===== src/rtl/mult_result_queue.sv =====
// mult_result_queue: collects results from the 4-stage pipelined 32x16
// multiplier and buffers them for a writeback port that may stall.
// Each issued multiply is tagged with its destination register. The tag
// travels down a delay line that matches the multiplier latency, so it
// reaches the end of the line in the same cycle as result_RDY.
// Issue is credit-based because the multiplier cannot stall: a multiply is
// only issued when a FIFO slot is guaranteed for its result.
// Ports:
//   clock, reset                 rising-edge clock, synchronous active-high reset
//   issue_valid/issue_tag        issued multiply and its destination tag
//   issue_allowed                a new issue is guaranteed a FIFO slot (comb)
//   mult_result/_exception/_RDY  multiplier output port
//   wb_valid/data/tag/exception  FIFO head, driven combinationally
//   wb_ready                     consumer accepts the head this cycle
//   err_overflow, err_orphan     sticky protocol error flags
module mult_result_queue #(
  parameter int unsigned DEPTH   = 4,
  parameter int unsigned TAG_W   = 5,
  parameter int unsigned LATENCY = 4
) (
  input  logic             clock,
  input  logic             reset,
  input  logic             issue_valid,
  input  logic [TAG_W-1:0] issue_tag,
  output logic             issue_allowed,
  input  logic [31:0]      mult_result,
  input  logic             mult_exception,
  input  logic             mult_result_RDY,
  output logic             wb_valid,
  output logic [31:0]      wb_data,
  output logic [TAG_W-1:0] wb_tag,
  output logic             wb_exception,
  input  logic             wb_ready,
  output logic             err_overflow,
  output logic             err_orphan
);

  localparam int unsigned AW     = $clog2(DEPTH);
  localparam int unsigned PTR_W  = AW + 1;
  localparam int unsigned CNT_W  = $clog2(DEPTH + LATENCY + 1);
  localparam int unsigned MASK_W = $clog2(LATENCY + 1);

  typedef struct packed {
    logic [31:0]      data;
    logic             exc;
    logic [TAG_W-1:0] tag;
  } entry_t;

  entry_t             mem_q      [DEPTH];
  entry_t             mem_d      [DEPTH];
  logic               dl_valid_q [LATENCY];
  logic               dl_valid_d [LATENCY];
  logic [TAG_W-1:0]   dl_tag_q   [LATENCY];
  logic [TAG_W-1:0]   dl_tag_d   [LATENCY];
  logic [PTR_W-1:0]   wr_ptr_q, wr_ptr_d;
  logic [PTR_W-1:0]   rd_ptr_q, rd_ptr_d;
  logic [MASK_W-1:0]  mask_q, mask_d;
  logic               err_overflow_q, err_overflow_d;
  logic               err_orphan_q, err_orphan_d;

  logic               full_c, empty_c, pop_c, push_req_c, last_valid_c;
  logic [CNT_W-1:0]   credits_c;

  // FIFO status from wrap-bit pointers
  assign empty_c = (wr_ptr_q == rd_ptr_q);
  assign full_c  = (wr_ptr_q[PTR_W-1] != rd_ptr_q[PTR_W-1]) &&
                   (wr_ptr_q[AW-1:0] == rd_ptr_q[AW-1:0]);

  // Head entry presented combinationally; zeroed when empty
  always_comb begin
    wb_valid     = !empty_c;
    wb_data      = '0;
    wb_tag       = '0;
    wb_exception = 1'b0;
    if (!empty_c) begin
      wb_data      = mem_q[rd_ptr_q[AW-1:0]].data;
      wb_tag       = mem_q[rd_ptr_q[AW-1:0]].tag;
      wb_exception = mem_q[rd_ptr_q[AW-1:0]].exc;
    end
  end

  // Credits: buffered entries plus multiplies still in the pipeline
  always_comb begin
    credits_c = CNT_W'(PTR_W'(wr_ptr_q - rd_ptr_q));
    for (int i = 0; i < int'(LATENCY); i++) begin
      credits_c = credits_c + CNT_W'(dl_valid_q[i]);
    end
    issue_allowed = (credits_c < CNT_W'(DEPTH));
  end

  assign err_overflow = err_overflow_q;
  assign err_orphan   = err_orphan_q;

  // Next-state: delay line, FIFO pointers/storage, orphan mask, error flags
  always_comb begin
    mem_d          = mem_q;
    wr_ptr_d       = wr_ptr_q;
    rd_ptr_d       = rd_ptr_q;
    mask_d         = mask_q;
    err_overflow_d = err_overflow_q;
    err_orphan_d   = err_orphan_q;

    dl_valid_d[0] = issue_valid & issue_allowed;
    dl_tag_d[0]   = issue_tag;
    for (int i = 1; i < int'(LATENCY); i++) begin
      dl_valid_d[i] = dl_valid_q[i-1];
      dl_tag_d[i]   = dl_tag_q[i-1];
    end

    last_valid_c = dl_valid_q[LATENCY-1];
    pop_c        = !empty_c & wb_ready;
    push_req_c   = last_valid_c & mult_result_RDY;

    // A pop on the same edge frees the head, so full+pop still accepts
    if (push_req_c && (!full_c || pop_c)) begin
      mem_d[wr_ptr_q[AW-1:0]] = '{data: mult_result, exc: mult_exception,
                                  tag: dl_tag_q[LATENCY-1]};
      wr_ptr_d = wr_ptr_q + PTR_W'(1);
    end
    if (pop_c) begin
      rd_ptr_d = rd_ptr_q + PTR_W'(1);
    end

    // Stale multiplier results drain during the mask window after reset
    if (mask_q != '0) begin
      mask_d = mask_q - MASK_W'(1);
    end else if (last_valid_c ^ mult_result_RDY) begin
      err_orphan_d = 1'b1;
    end

    if ((issue_valid && !issue_allowed) || (push_req_c && full_c && !pop_c)) begin
      err_overflow_d = 1'b1;
    end
  end

  always_ff @(posedge clock) begin
    if (reset) begin
      wr_ptr_q       <= '0;
      rd_ptr_q       <= '0;
      mask_q         <= MASK_W'(LATENCY);
      err_overflow_q <= 1'b0;
      err_orphan_q   <= 1'b0;
      for (int i = 0; i < int'(LATENCY); i++) begin
        dl_valid_q[i] <= 1'b0;
        dl_tag_q[i]   <= '0;
      end
      for (int i = 0; i < int'(DEPTH); i++) begin
        mem_q[i] <= '0;
      end
    end else begin
      wr_ptr_q       <= wr_ptr_d;
      rd_ptr_q       <= rd_ptr_d;
      mask_q         <= mask_d;
      err_overflow_q <= err_overflow_d;
      err_orphan_q   <= err_orphan_d;
      for (int i = 0; i < int'(LATENCY); i++) begin
        dl_valid_q[i] <= dl_valid_d[i];
        dl_tag_q[i]   <= dl_tag_d[i];
      end
      for (int i = 0; i < int'(DEPTH); i++) begin
        mem_q[i] <= mem_d[i];
      end
    end
  end

endmodule


===== config.mk =====
export PLATFORM = sky130hd
export DESIGN_NAME = mult_result_queue
export DESIGN_NICKNAME = d
export VERILOG_FILES = /design/src/rtl/mult_result_queue.sv
export SDC_FILE = /design/constraint.sdc
export NUM_CORES = 1
export LEC_CHECK = 0
export BUFFER_PORTS_ARGS = -buffer_cell sky130_fd_sc_hd__buf_4
export CORE_MARGIN = 1.5
export CORE_UTILIZATION = 55
export CTS_BUF_LIST = sky130_fd_sc_hd__clkbuf_2 sky130_fd_sc_hd__clkbuf_4 sky130_fd_sc_hd__clkbuf_8
export DETAILED_ROUTE_END_ITERATION = 10
export PLACE_DENSITY = 0.81
export SLEW_MARGIN = 20
export SYNTH_ARGS = -nofsm -noshare
export SYNTH_HDL_FRONTEND = slang
export SYNTH_SLANG_ARGS = --single-unit

===== constraint.sdc =====
create_clock -name clock -period 2.82 [get_ports clock]
set_clock_uncertainty 0.2 [all_clocks]
set_input_delay 0.423 -clock clock [delete_from_list [all_inputs] [get_ports clock]]
set_output_delay 0.423 -clock clock [all_outputs]
set_load 0.01 [all_outputs]

==> flow_summary.yaml <==
run_status:
  status: "complete, but fails checks"
  violations: "negative setup slack"
critical_path:
  cp_top_family: "adder cells"
  cp-start-kind: "register"
  worstPathCellList: "inv_2 -> ha_4 -> fa_1 -> inv_1 -> ha_1 -> a21o_1 -> a211oi_2 -> buf_4"
  slowest_stage: "fa_1"
  cp_num_cells: 8
  slowest_delay_ns: 0.48
  cp.arrival_ns: 2.44
  reg2reg_depth: 12
  cp_num_buf_inv: 3
  worst-endpoint-required_ns: 2.20
  cp_max_fo: 2
  cp-end-kind: "output port"
  path_class: "register to output port"
floorplan:
  rows: 43
  die_h_um: 121.7
  num_io_pins: 85
  initial_core_util_pct: 56.07
  die-area_um2: 14820
  core_um2: 13830
  die_w_um: 121.7
timing:
  slew_headroom_pct: 48.97
  setup_viol: 1
  clock.fmax_ghz: 0.3265
  fin_crit_sh_pct: 108.6
  setup_slack_ns: -0.2429
  tightest_slew_ns: 0.7654
  slew_violations: 0
  rsz0062_at_grt: "true"
  hold_slack_ns: 0.03489
  min_period_ns: 3.063
  finalHoldViolations: 0
detailed_routing:
  viasPerCell: 5.454
  drtAntennaViolNets: 0
  dr.pass1.iters: 5
  dr.first_iter.drc_count: 643
  via_count: 6294
  post-route-drc-count: 0
  wire_per_inst_um: 15.23
  drt_wl_total_um: 17580
clock_tree:
  htreeDepth: 4
  cts_tree: "done"
  clkLatencyLatePin_ns: 0.45
  cts_buffer_depth: 2
  clk_pin_slew_worst_paths_ns: 0.09
  numCtsBuffers: 17
  cts.sinks: 187
  root_buffer: "clkbuf_8"
placed_design:
  dp.cells: 1110
  dpl_cell_area_um2: 8592
  dp_hpwl_um: 10550
  place_worst_setup_slack_ns: 0.04050
  gp_congestion: 0.7526
  port_buffers: 84
pwr:
  cellPowerDensity_nw_per_um2: 503.4
  power.leakage_nw: 3.227
  vdd_drop_max_v: 0.0005416
global_route:
  antenna_found_initial: 0
  grt_max_degree: 71
  gr-total-overflow: 0
  grt_pass1_vias: 5877
  grt_pass1_wl_um: 28060
  track_usage_pct: 24.24
logic_synthesis:
  synth_area_leaders: "dfxtp_1 48%, nand2_1 15%, mux4_2 11%, a21oi_1 10%, nor2b_1 4.6%"
  synth_nets: 941
  syn_area_um2: 7752
  ys_ff_latch: 187
  synth.top_cell.area_share_pct: 48.29
  syn-mean-instance-area_um2: 8.770
  synth_top_area_cell: "dfxtp_1"
  ys_seq_area_share_pct: 48.29
  synth.distinct_cells: 29
  syn_inst: 884
  synth_warnings: 0
cells_and_area:
  finalNetCount: 1019
  stdcell_count: 1154
  syn_to_final_growth_pct: 17.11
  drive_gt1_share_pct: 20.74
  fillers: 1135
  utilization_pct: 65.66
  final_area_um2: 9079
  antenna_cells: 0
job:
  drv_cap: 0
worst_hold_path:
  hold_depth: 3
  hold_class: "primary input to register"
-- metal layers --
metal / global-route usage [%] / share of wire, %
met2: 39.72 / 49
met3: 5.805 / 6.3
met1: 32.01 / 43
met5: 0 / 0
met4: 7.279 / 1.2
-- synth_stat cells (all sizes together) --
master and number:
ha 12, a21o 5, buf 35, o211ai 2
o22ai 1, and3b 1, fa 2, nand2 311
a21oi 156, a21bo 1, o21ai 1, clkbuf 32
and2b 3, dfxtp 187, a31oi 2, a211oi 2
inv 14, and3 1, mux2i 2, xor2 3
mux4 38, xnor2 4, nor2 11, nand3 1
nor2b 57
-- cells in the final DEF, fill, tap and decap left out, drive strengths merged, types with 3 or more instances in the layout --
| cell type | instances |
|---|---|
| dfxtp | 187 |
| xor2 | 3 |
| clkinvlp | 3 |
| clkinv | 4 |
| a21o | 5 |
| dlygate4sd3 | 6 |
| nor2b | 57 |
| ha | 12 |
| buf | 120 |
| mux4 | 38 |
| and2b | 3 |
| xnor2 | 4 |
| a21oi | 156 |
| nand2 | 311 |
| nor2 | 11 |
| inv | 14 |
| clkbuf | 24 |
-- sequential cells by signal, summed over array words and instances, names as in the netlist --
register	count
dl_tag_q	20
dl_valid_q	4
err_orphan	1
err_overflow	1
mask_q	3
mem_q	152
rd_ptr_q	3
wr_ptr_q	3
-- cell type report --
class                   instances  area [um2]  area share [%]
flip-flops and latches        187        3747           41.28
multi-input cells             616        3695           40.70
repair buffers                126        1011           11.14
clock buffers                  24       305.3           3.363
well taps                     180       225.2           2.481
inverters                      14       52.55          0.5788
clock inverters                 7       42.54          0.4686
-- worst paths after layout --
check	start	to	slack, ns
setup / recovery	wr_ptr_q[0]$_SDFFE_PP0P_	issue_allowed	-0.24
hold / removal	mult_result[11]	mem_q[131]$_SDFFE_PP0P_	0.03
setup reg to reg	wr_ptr_q[0]$_SDFFE_PP0P_	err_overflow$_SDFFE_PP0P_	0.19
hold reg to reg	dl_tag_q[1][0]$_SDFF_PP0_	dl_tag_q[2][0]$_SDFF_PP0_	0.24
-- cells by family (layout without fill, tap and decap cells) --
| group | after synthesis | in the layout | synth area share [%] |
|---|---|---|---|
| XOR/XNOR | 7 | 7 | 0.8877 |
| flip-flops | 187 | 187 | 48.29 |
| adder cells (fa/ha/maj) | 14 | 14 | 2.453 |
| AND/OR/NAND/NOR | 385 | 385 | 20.74 |
| multiplexers | 40 | 40 | 11.30 |
| buffers and inverters | 81 | 171 | 4.890 |
| AO/OA/AOI/OAI | 170 | 170 | 11.44 |
-- power breakdown --
part           switching (mW)  leakage, nW  total (mW)  internal [mW]
Sequential             0.0160         1.51        2.69           2.68
Clock                   0.873        0.178        1.58          0.708
Combinational           0.166         1.54       0.297          0.131
-- metrics by stage --
stage	setup TNS (ns)	power, mW
after floorplan	0	2.913
after global placement	0	3.034
after detailed placement	0	3.039
after CTS	-0.2442	4.605
after global routing	-0.3654	4.742
final	-0.2429	4.570
-- worst register-to-register path: stages (launching register included) --
cell,delay (ns)
dfxtp_2,0.35
inv_2,0.05
ha_4,0.21
fa_1,0.48
inv_1,0.04
ha_1,0.26
a21o_1,0.18
a211oi_2,0.25
buf_4,0.15
buf_4,0.09
buf_4,0.09
buf_4,0.10
o22ai_1,0.05
-- what timing repair did --
item | CTS | global route
setup buffers | 7 | 3
pin swaps | 4 | 3
resized for setup | 5 | 1
hold buffers | 6 | 0
hold endpoints to repair | 6 | 0
endpoints found under the setup margin | 38 | 30
Power figures use the tool's default switching activity.
